**src/rtl/i2c_pkg.sv**
```systemverilog
// i2c_pkg: shared states, widths and bit-phase constants for the I2C master
package i2c_pkg;
    localparam int I2C_ADDR_W = 7;
    localparam int I2C_DATA_W = 8;
    localparam logic [1:0] Q_SDA_CHG = 2'd1;
    localparam logic [1:0] Q_SAMPLE = 2'd3;
    typedef enum logic [2:0] {
        S_IDLE,
        S_START,
        S_ADDR,
        S_ACK1,
        S_WR_DATA,
        S_RD_DATA,
        S_ACK2,
        S_STOP
    } i2c_mstate_t;
endpackage

```
**src/rtl/i2c_tick_gen.sv**
```systemverilog
// i2c_tick_gen: divides clk into quarter-bit ticks and tracks the bit phase q
module i2c_tick_gen #(
    parameter int CLK_DIV = 4
) (
    input  logic       clk,
    input  logic       rst,
    input  logic       clr,
    output logic       tick,
    output logic [1:0] q
);
    localparam int DW = (CLK_DIV > 1) ? $clog2(CLK_DIV) : 1;

    logic [DW-1:0] r_div;
    logic [1:0]    r_q;

    // tick is suppressed while held clear so a divide-by-1 does not free-run in idle
    assign tick = ~clr & (r_div == DW'(CLK_DIV - 1));
    assign q    = r_q;

    // divider wraps on terminal count and advances the quarter counter
    always_ff @(posedge clk or posedge rst) begin
        if (rst) begin
            r_div <= '0;
            r_q   <= '0;
        end else if (clr) begin
            r_div <= '0;
            r_q   <= '0;
        end else if (tick) begin
            r_div <= '0;
            r_q   <= r_q + 2'd1;
        end else begin
            r_div <= r_div + DW'(1);
        end
    end
endmodule

```
**src/rtl/i2c_master.sv**
```systemverilog
// i2c_master: single-byte I2C master running START, addr+R/W, ACK, data, ACK/NACK, STOP
module i2c_master
    import i2c_pkg::*;
#(
    parameter int CLK_DIV = 4
) (
    input  logic                  clk,
    input  logic                  rst,
    input  logic                  en,
    input  logic [I2C_ADDR_W-1:0] addr,
    input  logic                  rw,
    input  logic [I2C_DATA_W-1:0] data_wr,
    input  logic                  sda_in,
    output logic                  scl,
    output logic                  sda_oe,
    output logic [I2C_DATA_W-1:0] data_rd,
    output logic                  busy,
    output logic                  done,
    output logic                  ack_err
);
    i2c_mstate_t           r_state, w_next;
    logic                  w_tick, w_clr, w_chg, w_smp, w_end, w_last, w_accept;
    logic                  w_scl, w_oe_lvl;
    logic [1:0]            w_q;
    logic [I2C_DATA_W-1:0] r_sh, r_data, r_data_rd;
    logic [2:0]            r_bit;
    logic                  r_rw, r_sample, r_sda_oe, r_done, r_ack_err;

    assign w_clr    = (r_state == S_IDLE);
    assign w_chg    = w_tick && (w_q == Q_SDA_CHG - 2'd1);
    assign w_smp    = w_tick && (w_q == Q_SAMPLE - 2'd1);
    assign w_end    = w_tick && (w_q == 2'd3);
    assign w_last   = w_end && (r_bit == 3'd7);
    assign w_accept = (r_state == S_IDLE) && en;

    i2c_tick_gen #(
        .CLK_DIV(CLK_DIV)
    ) u_tick (
        .clk (clk),
        .rst (rst),
        .clr (w_clr),
        .tick(w_tick),
        .q   (w_q)
    );

    // state register
    always_ff @(posedge clk or posedge rst) begin
        if (rst) r_state <= S_IDLE;
        else     r_state <= w_next;
    end

    // next state, SCL shape and the SDA level to apply at the next q1 boundary
    always_comb begin
        w_next   = r_state;
        w_scl    = (r_state == S_IDLE) ? 1'b1 : (r_state == S_START) ? (w_q != 2'd3) : w_q[1];
        w_oe_lvl = 1'b0;
        case (r_state)
            S_IDLE:    w_next = en ? S_START : S_IDLE;
            S_START: begin
                w_oe_lvl = 1'b1;
                w_next   = w_end ? S_ADDR : S_START;
            end
            S_ADDR: begin
                w_oe_lvl = ~r_sh[7];
                w_next   = w_last ? S_ACK1 : S_ADDR;
            end
            S_ACK1:    w_next = !w_end ? S_ACK1 : r_sample ? S_STOP : r_rw ? S_RD_DATA : S_WR_DATA;
            S_WR_DATA: begin
                w_oe_lvl = ~r_sh[7];
                w_next   = w_last ? S_ACK2 : S_WR_DATA;
            end
            S_RD_DATA: w_next = w_last ? S_ACK2 : S_RD_DATA;
            S_ACK2:    w_next = w_end ? S_STOP : S_ACK2;
            S_STOP: begin
                w_oe_lvl = 1'b1;
                w_next   = w_end ? S_IDLE : S_STOP;
            end
            default:   w_next = S_IDLE;
        endcase
    end

    // SDA moves only with SCL low at q1, except the STOP release at q3 while SCL is high
    always_ff @(posedge clk or posedge rst) begin
        if (rst)                              r_sda_oe <= 1'b0;
        else if (w_chg)                       r_sda_oe <= w_oe_lvl;
        else if (w_smp && r_state == S_STOP)  r_sda_oe <= 1'b0;
    end

    // request capture, bus sampling, byte shifting and status flags
    always_ff @(posedge clk or posedge rst) begin
        if (rst) begin
            r_sh      <= '0;
            r_data    <= '0;
            r_data_rd <= '0;
            r_bit     <= '0;
            r_rw      <= 1'b0;
            r_sample  <= 1'b1;
            r_done    <= 1'b0;
            r_ack_err <= 1'b0;
        end else begin
            r_done <= 1'b0;
            if (w_accept) begin
                r_sh      <= {addr, rw};
                r_data    <= data_wr;
                r_rw      <= rw;
                r_bit     <= '0;
                r_ack_err <= 1'b0;
            end
            if (w_smp) r_sample <= sda_in;
            if (w_end) begin
                case (r_state)
                    S_ADDR, S_WR_DATA: begin
                        r_sh  <= {r_sh[6:0], 1'b0};
                        r_bit <= r_bit + 3'd1;
                    end
                    S_RD_DATA: begin
                        r_sh  <= {r_sh[6:0], r_sample};
                        r_bit <= r_bit + 3'd1;
                        if (r_bit == 3'd7) r_data_rd <= {r_sh[6:0], r_sample};
                    end
                    S_ACK1: begin
                        if (r_sample)   r_ack_err <= 1'b1;
                        else if (!r_rw) r_sh <= r_data;
                    end
                    S_ACK2:  if (!r_rw && r_sample) r_ack_err <= 1'b1;
                    S_STOP:  r_done <= 1'b1;
                    default: ;
                endcase
            end
        end
    end

    assign scl     = w_scl;
    assign sda_oe  = r_sda_oe;
    assign data_rd = r_data_rd;
    assign busy    = (r_state != S_IDLE);
    assign done    = r_done;
    assign ack_err = r_ack_err;
endmodule

```
**config.mk**
```make
export PLATFORM = sky130hd
export DESIGN_NAME = i2c_master
export DESIGN_NICKNAME = d
export VERILOG_FILES = /design/src/rtl/i2c_pkg.sv /design/src/rtl/i2c_tick_gen.sv /design/src/rtl/i2c_master.sv
export SDC_FILE = /design/constraint.sdc
export NUM_CORES = 1
export LEC_CHECK = 0
export BUFFER_PORTS_ARGS = -buffer_cell sky130_fd_sc_hd__buf_2
export CAP_MARGIN = 20
export CORE_MARGIN = 1
export CORE_UTILIZATION = 50
export DETAILED_ROUTE_END_ITERATION = 8
export PLACE_DENSITY = 0.75
export SYNTH_ARGS = -nofsm -noshare
export SYNTH_HDL_FRONTEND = slang
export SYNTH_SLANG_ARGS = --single-unit
```
**constraint.sdc**
```tcl
create_clock -name clk -period 1.6 [get_ports clk]
set_clock_uncertainty 0.05 [all_clocks]
set_input_delay 0.24 -clock clk [delete_from_list [all_inputs] [get_ports clk]]
set_output_delay 0.24 -clock clk [all_outputs]
set_load 0.005 [all_outputs]
```
; Yosys cells after proc, flatten, opt, wreduce, memory -nomap -nowiden
; Index checks and enable logic that the tools add are counted.
[totals]
register_bits = 39
wordCells = 82
out_inout_bits = 13
input_bits = 20
[classes]
eq_ne = 12
n_reduce_logical = 17
n_bitwise = 3
n_addsub = 3
muxes = 35
[ops]
columns = op, count
row1 = two-way mux 8 bit, 4
row2 = case mux 3 bit (8 select lines), 1
row3 = case mux 8 bit (3 select lines), 1
row4 = two-way mux 2 bit, 8
row5 = == test 3 bit (second input constant), 5
row6 = two-way mux 3 bit, 5
row7 = two-way mux 1 bit, 14
row8 = logical AND 1 bit, 7
row9 = == test 2 bit (second input constant), 3
row10 = == test 3 x 2 -> 1 bit (second input constant), 2
row11 = adder 2 x 1 -> 2 bit (second input constant), 2
row12 = case mux 1 bit (2 select lines), 2
row13 = nonzero test 2 bit, 2
row14 = OR reduction 2 bit, 2
row15 = adder 3 x 1 -> 3 bit (second input constant), 1
row16 = == test 3 x 1 -> 1 bit (second input constant), 1
row17 = zero test 3 bit, 1
row18 = AND reduction 3 bit, 1
row19 = nonzero test 3 bit, 1
row20 = OR reduction 3 bit, 1
row21 = zero test 2 bit, 1
row22 = != test 2 bit (second input constant), 1
row23 = NOT 1 bit, 2
row24 = AND 1 bit, 1
row25 = zero test 1 bit, 1

; Logic depth before layout (Yosys ltp)
[depth]
depth_word = 7
depth_mapped = 7

; Cells and area by module
; From an unflattened synthesis, not the netlist that was laid out.
[unflattened]
hier_cells = 178
area_unflattened_um2 = 2088.3
[modules_own_cells]
columns = mod, instances, seq_area_each_um2, area_per_inst_um2, cells_per_inst
row1 = i2c_master, 1, 877.1, 1915.6, 164
row2 = i2c_tick_gen, 1, 100.1, 172.7, 14

; Worst setup path before layout
; Ideal clock, no wire load.
[synth_path]
path_type = reg2reg
startpoint = register u_tick.r_div[0]
endpoint = register r_state[0]
required_time_ns = 1.424
n_path_buf = 2
stages_incl_launch_ff = 8
arrival_ns = 1.447
setup_ns = 0.126
path_slack_ns = -0.023
synth_period_minus_slack_ns = 1.623
cell_sequence = dfrtp_1 ha_1 buf_6 and2_4 buf_2 a21oi_1 a31oi_1 a221o_1
[synth_via]
elab_chain_len = 6
word_cells_on_any_way = 11
cone_classes = eq/ne (1) / mux (7) / bitwise (1) / reduce/logical (2)
[synth_lines]
columns = element, line
row1 = start: declaration, i2c_tick_gen.sv:13  ; logic [DW-1:0] r_div;
row2 = start signal: assignment, i2c_tick_gen.sv:32  ; r_div <= r_div + DW'(1);
row3 = == test 2 bit (*), i2c_tick_gen.sv:17  ; assign tick = ~clr & (r_div == DW'(CLK_DIV - 1));
row4 = AND 1 bit (*), i2c_tick_gen.sv:17
row5 = logical AND 1 bit (*), i2c_master.sv:32  ; assign w_end = w_tick && (w_q == 2'd3);
row6 = logical AND 1 bit, i2c_master.sv:33  ; assign w_last = w_end && (r_bit == 3'd7);
row7 = two-way mux 2 bit / two-way mux 1 bit (equally long branches), "i2c_master.sv:72, i2c_master.sv:65"
row8 = case mux 3 bit (8 select lines) (*), i2c_master.sv:57  ; case (r_state)
row9 = named net w_next[0], i2c_master.sv:21  ; i2c_mstate_t r_state, w_next;
row10 = end signal: assignment, i2c_master.sv:49  ; else r_state <= w_next;
row11 = end: declaration, i2c_master.sv:21
; The timed path passes the listed nets; every way through them passes the cells marked *.
; A chain may end at the register's enable or synchronous reset.

; Final worst setup path
[layout_path]
startpoint = register r_state[1]
endpoint = register r_data_rd[7], in the netlist data_rd[7]
[layout_via]
elab_chain_len = 5
word_cells_on_any_way = 6
cone_classes = eq/ne (1) / bitwise (2) / reduce/logical (3)
[layout_lines]
columns = element, line
row1 = zero test 3 bit, i2c_master.sv:29  ; assign w_clr = (r_state == S_IDLE);
row2 = NOT 1 bit, i2c_tick_gen.sv:17
row3 = AND 1 bit, i2c_tick_gen.sv:17
row4 = logical AND 1 bit, i2c_master.sv:32
row5 = AND reduction 3 bit (no source line) (*), n/a
row6 = end signal: assignment, i2c_master.sv:119  ; if (r_bit == 3'd7) r_data_rd <= {r_sh[6:0], r_sample};
row7 = end: declaration, i2c_master.sv:25  ; logic [I2C_DATA_W-1:0] r_sh, r_data, r_data_rd;
; Every way passes the cells marked *; elsewhere a longest branch is shown, timed or not.

==> impl_metrics.prom <==
# TYPE chip_impl_metric gauge
chip_impl_metric{name="power",unit="mW"} 2.02
chip_impl_metric{name="total_placed_instance_area",unit="µm²"} 2270
chip_impl_metric{name="pin_count_of_the_biggest_net_entering_global_routing",unit=""} 40
chip_impl_metric{name="routabilityCongestion",unit=""} 0.830
chip_impl_metric{name="cts-root-to-sink-buffers",unit=""} 2
chip_impl_info{name="yosys_most_used_dff",value="dfrtp_1"} 1
chip_impl_metric{name="areaGrowthSynthToFinish",unit="%"} 31.9
chip_impl_metric{name="cts.clk_slew.worst_paths",unit="ps"} 70
chip_impl_metric{name="height_of_the_die",unit="µm"} 64.6
chip_impl_metric{name="layout-drive-gt1-share",unit="%"} 39.8
chip_impl_metric{name="detailedPlacementHpwl",unit="µm"} 3000
chip_impl_metric{name="worst_slew_margin_rel",unit="%"} 67.1
chip_impl_metric{name="first_pass_grt_wire_length",unit="µm"} 7310
chip_impl_metric{name="placement.io_buffers",unit=""} 32
chip_impl_info{name="path_delay_family",value="flip-flops"} 1
chip_impl_metric{name="timing.final.crit_share",unit="%"} 100
chip_impl_metric{name="pwr_density_cell",unit="nW/µm²"} 779
chip_impl_metric{name="numCtsBuffers",unit=""} 5
chip_impl_metric{name="number_of_buffers_added_to_fix_hold_violations_after_cts",unit=""} 0
chip_impl_metric{name="diodes",unit=""} 0
chip_impl_metric{name="final.hold.worst_slack",unit="ps"} -3.52
chip_impl_metric{name="dpl_worst_slack",unit="ps"} -50.5
chip_impl_metric{name="postSynthAreaPerCell",unit="µm²"} 10.8
chip_impl_metric{name="seq_power_share",unit="%"} 49.2
chip_impl_metric{name="setup_total_negative_slack",unit="ps"} -0.833
chip_impl_metric{name="synth.distinct_cells",unit=""} 42
chip_impl_metric{name="final_cell_area",unit="µm²"} 2590
chip_impl_info{name="grt_setup_unrepaired",value="true"} 1
chip_impl_metric{name="wl",unit="µm"} 4630
chip_impl_metric{name="path_max_fanout",unit=""} 8
chip_impl_metric{name="drcViolationCount",unit=""} 0
chip_impl_info{name="min_path_type",value="in -> async"} 1
chip_impl_metric{name="maxCapViolCount",unit=""} 0
chip_impl_metric{name="worstSkewPairLatency",unit="ps"} 290
chip_impl_metric{name="via_count_of_the_first_global_routing_pass",unit=""} 1578
chip_impl_metric{name="remaining_global_route_overflow",unit=""} 0
chip_impl_metric{name="floorplan.die_area",unit="µm²"} 4180
chip_impl_metric{name="postSynthRegisterBits",unit=""} 39
chip_impl_metric{name="static_leakage",unit="nW"} 1.24
chip_impl_metric{name="synth_edf_count",unit=""} 0
chip_impl_metric{name="dieWidth",unit="µm"} 64.6
chip_impl_metric{name="core_area",unit="µm²"} 3720
chip_impl_metric{name="route.detailed.wl_per_inst",unit="µm"} 16.0
chip_impl_metric{name="finish.net_count",unit=""} 266
chip_impl_metric{name="power.clock.fraction",unit="%"} 48.0
chip_impl_info{name="cp_slowest_cell",value="dfrtp_2"} 1
chip_impl_info{name="cts_tree",value="built"} 1
chip_impl_metric{name="ir_drop",unit="mV"} 0.620
chip_impl_metric{name="synth-seq-area-share",unit="%"} 49.8
chip_impl_metric{name="drv_slew",unit=""} 0
chip_impl_metric{name="worstPathRequired",unit="ps"} 1730
chip_impl_metric{name="synth-async-reset-ratio",unit="%"} 100
chip_impl_metric{name="initialDrtViolationCount",unit=""} 104
chip_impl_metric{name="syn-cell-area",unit="µm²"} 1960
chip_impl_info{name="cp_cell_sequence",value="buf_4 > nand2b_4 > nor2_4 > buf_12 > mux2_1"} 1
chip_impl_info{name="rr_startpoint",value="r_state[1]"} 1
chip_impl_metric{name="gr-usage-all-layers",unit="%"} 23.4
chip_impl_metric{name="detail-route-antenna-nets",unit=""} 0
chip_impl_metric{name="power.net_switching",unit="µW"} 381
chip_impl_metric{name="cts.sink_count",unit=""} 39
chip_impl_metric{name="critical_path_buf_inv_count",unit=""} 2
chip_impl_info{name="critical_path.endpoint_type",value="flop"} 1
chip_impl_metric{name="synthesis.nets",unit=""} 207
chip_impl_metric{name="synth_cells",unit=""} 181
chip_impl_info{name="violations",value="negative hold slack, negative setup slack"} 1
chip_impl_info{name="root_buffer",value="clkbuf_8"} 1
chip_impl_metric{name="drt-pass1-iter-count",unit=""} 4
chip_impl_info{name="run_status",value="finished, violations left"} 1
chip_impl_metric{name="final.min_clock_period",unit="ps"} 1600
chip_impl_metric{name="worst_slack",unit="ps"} -0.833
chip_impl_metric{name="cp.arrival",unit="ps"} 1730
chip_impl_metric{name="switching_share",unit="%"} 18.9
chip_impl_metric{name="ios",unit=""} 33
chip_impl_metric{name="part_of_the_power_in_combinational_logic",unit="%"} 2.9
chip_impl_metric{name="grt_antenna_before_repair",unit=""} 0
chip_impl_metric{name="initial_utilization",unit="%"} 52.8
chip_impl_metric{name="tightestPinTransition",unit="ps"} 494
chip_impl_metric{name="slowest_delay",unit="ps"} 470
chip_impl_metric{name="ys_warn_count",unit=""} 0
chip_impl_info{name="worstSetupStartpoint",value="r_state[1]"} 1
chip_impl_metric{name="via_per_inst",unit=""} 5.47
chip_impl_metric{name="final_hold_viol_count",unit=""} 7
chip_impl_info{name="timing_worst_setup_path_type",value="reg -> reg"} 1
chip_impl_info{name="timing.critical_path.from_type",value="flop"} 1
chip_impl_metric{name="vias",unit=""} 1582
chip_impl_metric{name="cts_max_level",unit=""} 2
chip_impl_metric{name="fp-row-count",unit=""} 22
chip_impl_metric{name="final-setup-viol-count",unit=""} 1
chip_impl_metric{name="postLayoutCoreUtil",unit="%"} 69.6
chip_impl_metric{name="cell_internal_pwr",unit="mW"} 1.64
chip_impl_metric{name="fmax",unit="GHz"} 0.625
==> registers in the layout, indices dropped and copies added (netlist names), 2 cells and up <==
signal,flops
data_rd,8
r_data,8
r_sh,8
r_bit,3
r_state,3
u_tick.q,2
u_tick.r_div,2
==> logic make-up after synthesis <==
group / count (synthesis) / synth area share, %
multiplexers: 20 / 10.8
flip-flops: 39 / 49.8
AND/OR/NAND/NOR: 65 / 16.8
adder cells (fa/ha/maj): 6 / 3.83
AO/OA/AOI/OAI: 35 / 13.3
buffers and inverters: 14 / 4.53
XOR/XNOR: 2 / 0.893
==> through the flow <==
stage                     hold slack [ps]  instances
after floorplan                       295        181
after global placement                327        271
after detailed placement              329        271
after CTS                            6.56        285
after global routing                 68.5        289
final                               -3.52        289
==> cell usage in the layout, fill, tap and decap left out, drive strengths merged <==
cell	n
a211oi	1
nand2b	2
o22ai	8
a22oi	7
a21oi	4
nor4	1
and2	3
and3	2
a221o	1
and2b	2
inv	5
mux2i	11
o21ai	7
a31oi	3
a32oi	2
nor3	2
buf	61
mux2	9
o32ai	1
xnor2	1
dfrtp	38
nor2	9
bufinv	2
nand2	34
clkbuf	6
dfstp	1
ha	6
xor2	1
nand3	9
o221ai	1
nor2b	1
==> area by class of cell <==
cell class              count  area, µm²
flip-flops and latches     39        981
fillers                   288       1130
clock buffers               6       72.6
clock inverters             2       60.1
multi-input cells         128        968
inverters                   5       18.8
repair buffers             61        427
well taps                  48       60.1
==> cell usage after synthesis (2+ instances only) <==
cell type	instances	area [µm²]
inv_1	3	11.3
a32oi_1	2	17.5
and2_4	2	17.5
and2b_1	2	15.0
a31oi_1	3	18.8
dfrtp_1	38	951
inv_2	2	7.51
ha_1	6	75.1
nand3_1	9	45.0
nand2_1	34	128
mux2_1	9	101
nor2_1	7	26.3
o22ai_1	7	43.8
mux2i_1	11	110
buf_6	3	33.8
a21oi_1	3	15.0
buf_4	3	22.5
a22oi_1	7	52.6
and3_1	2	12.5
buf_2	2	10.0
o21ai_1	5	25.0
==> power groups by stage <==
stage / registers (mW) / logic [mW] / clock network [mW]
global route: 0.991 / 0.0652 / 1.01
detailed placement: 1.01 / 0.0585 / 0
floorplan: 1.01 / 0.0236 / 0
finish: 0.991 / 0.0575 / 0.968
global placement: 1.01 / 0.0570 / 0
CTS: 0.991 / 0.0584 / 0.983
==> per-layer routing <==
layer  routed length (µm)  track usage [%]
met5                    0                0
met4                   85             8.61
met3                  189             4.75
met2                 2410             40.0
met1                 1950             29.3
==> worst min-delay path, stage by stage <==
cell and delay (ps):
buf_2 90, inv_1 40, buf_4 410
==> final timing paths <==
path	to	slack (ps)	depth (start not counted)
max	data_rd[7]	-0.8	5
min	data_rd[4]	-4	3
max reg2reg	data_rd[7]	-0.8	5
min reg2reg	u_tick.r_div[0]	380	1
max in group asynchronous	r_state[2]	1130	3
min in group clk	r_data[5]	80	3
==> what timing repair did <==
item                                   4_1_cts  5_1_grt
setup endpoints to repair                   10       19
setup buffers                                6        5
pin swaps                                    1        5
endpoints found under the hold margin        0        0
gates resized for setup                      8       13
No activity file was read; power rests on OpenSTA's default activity.
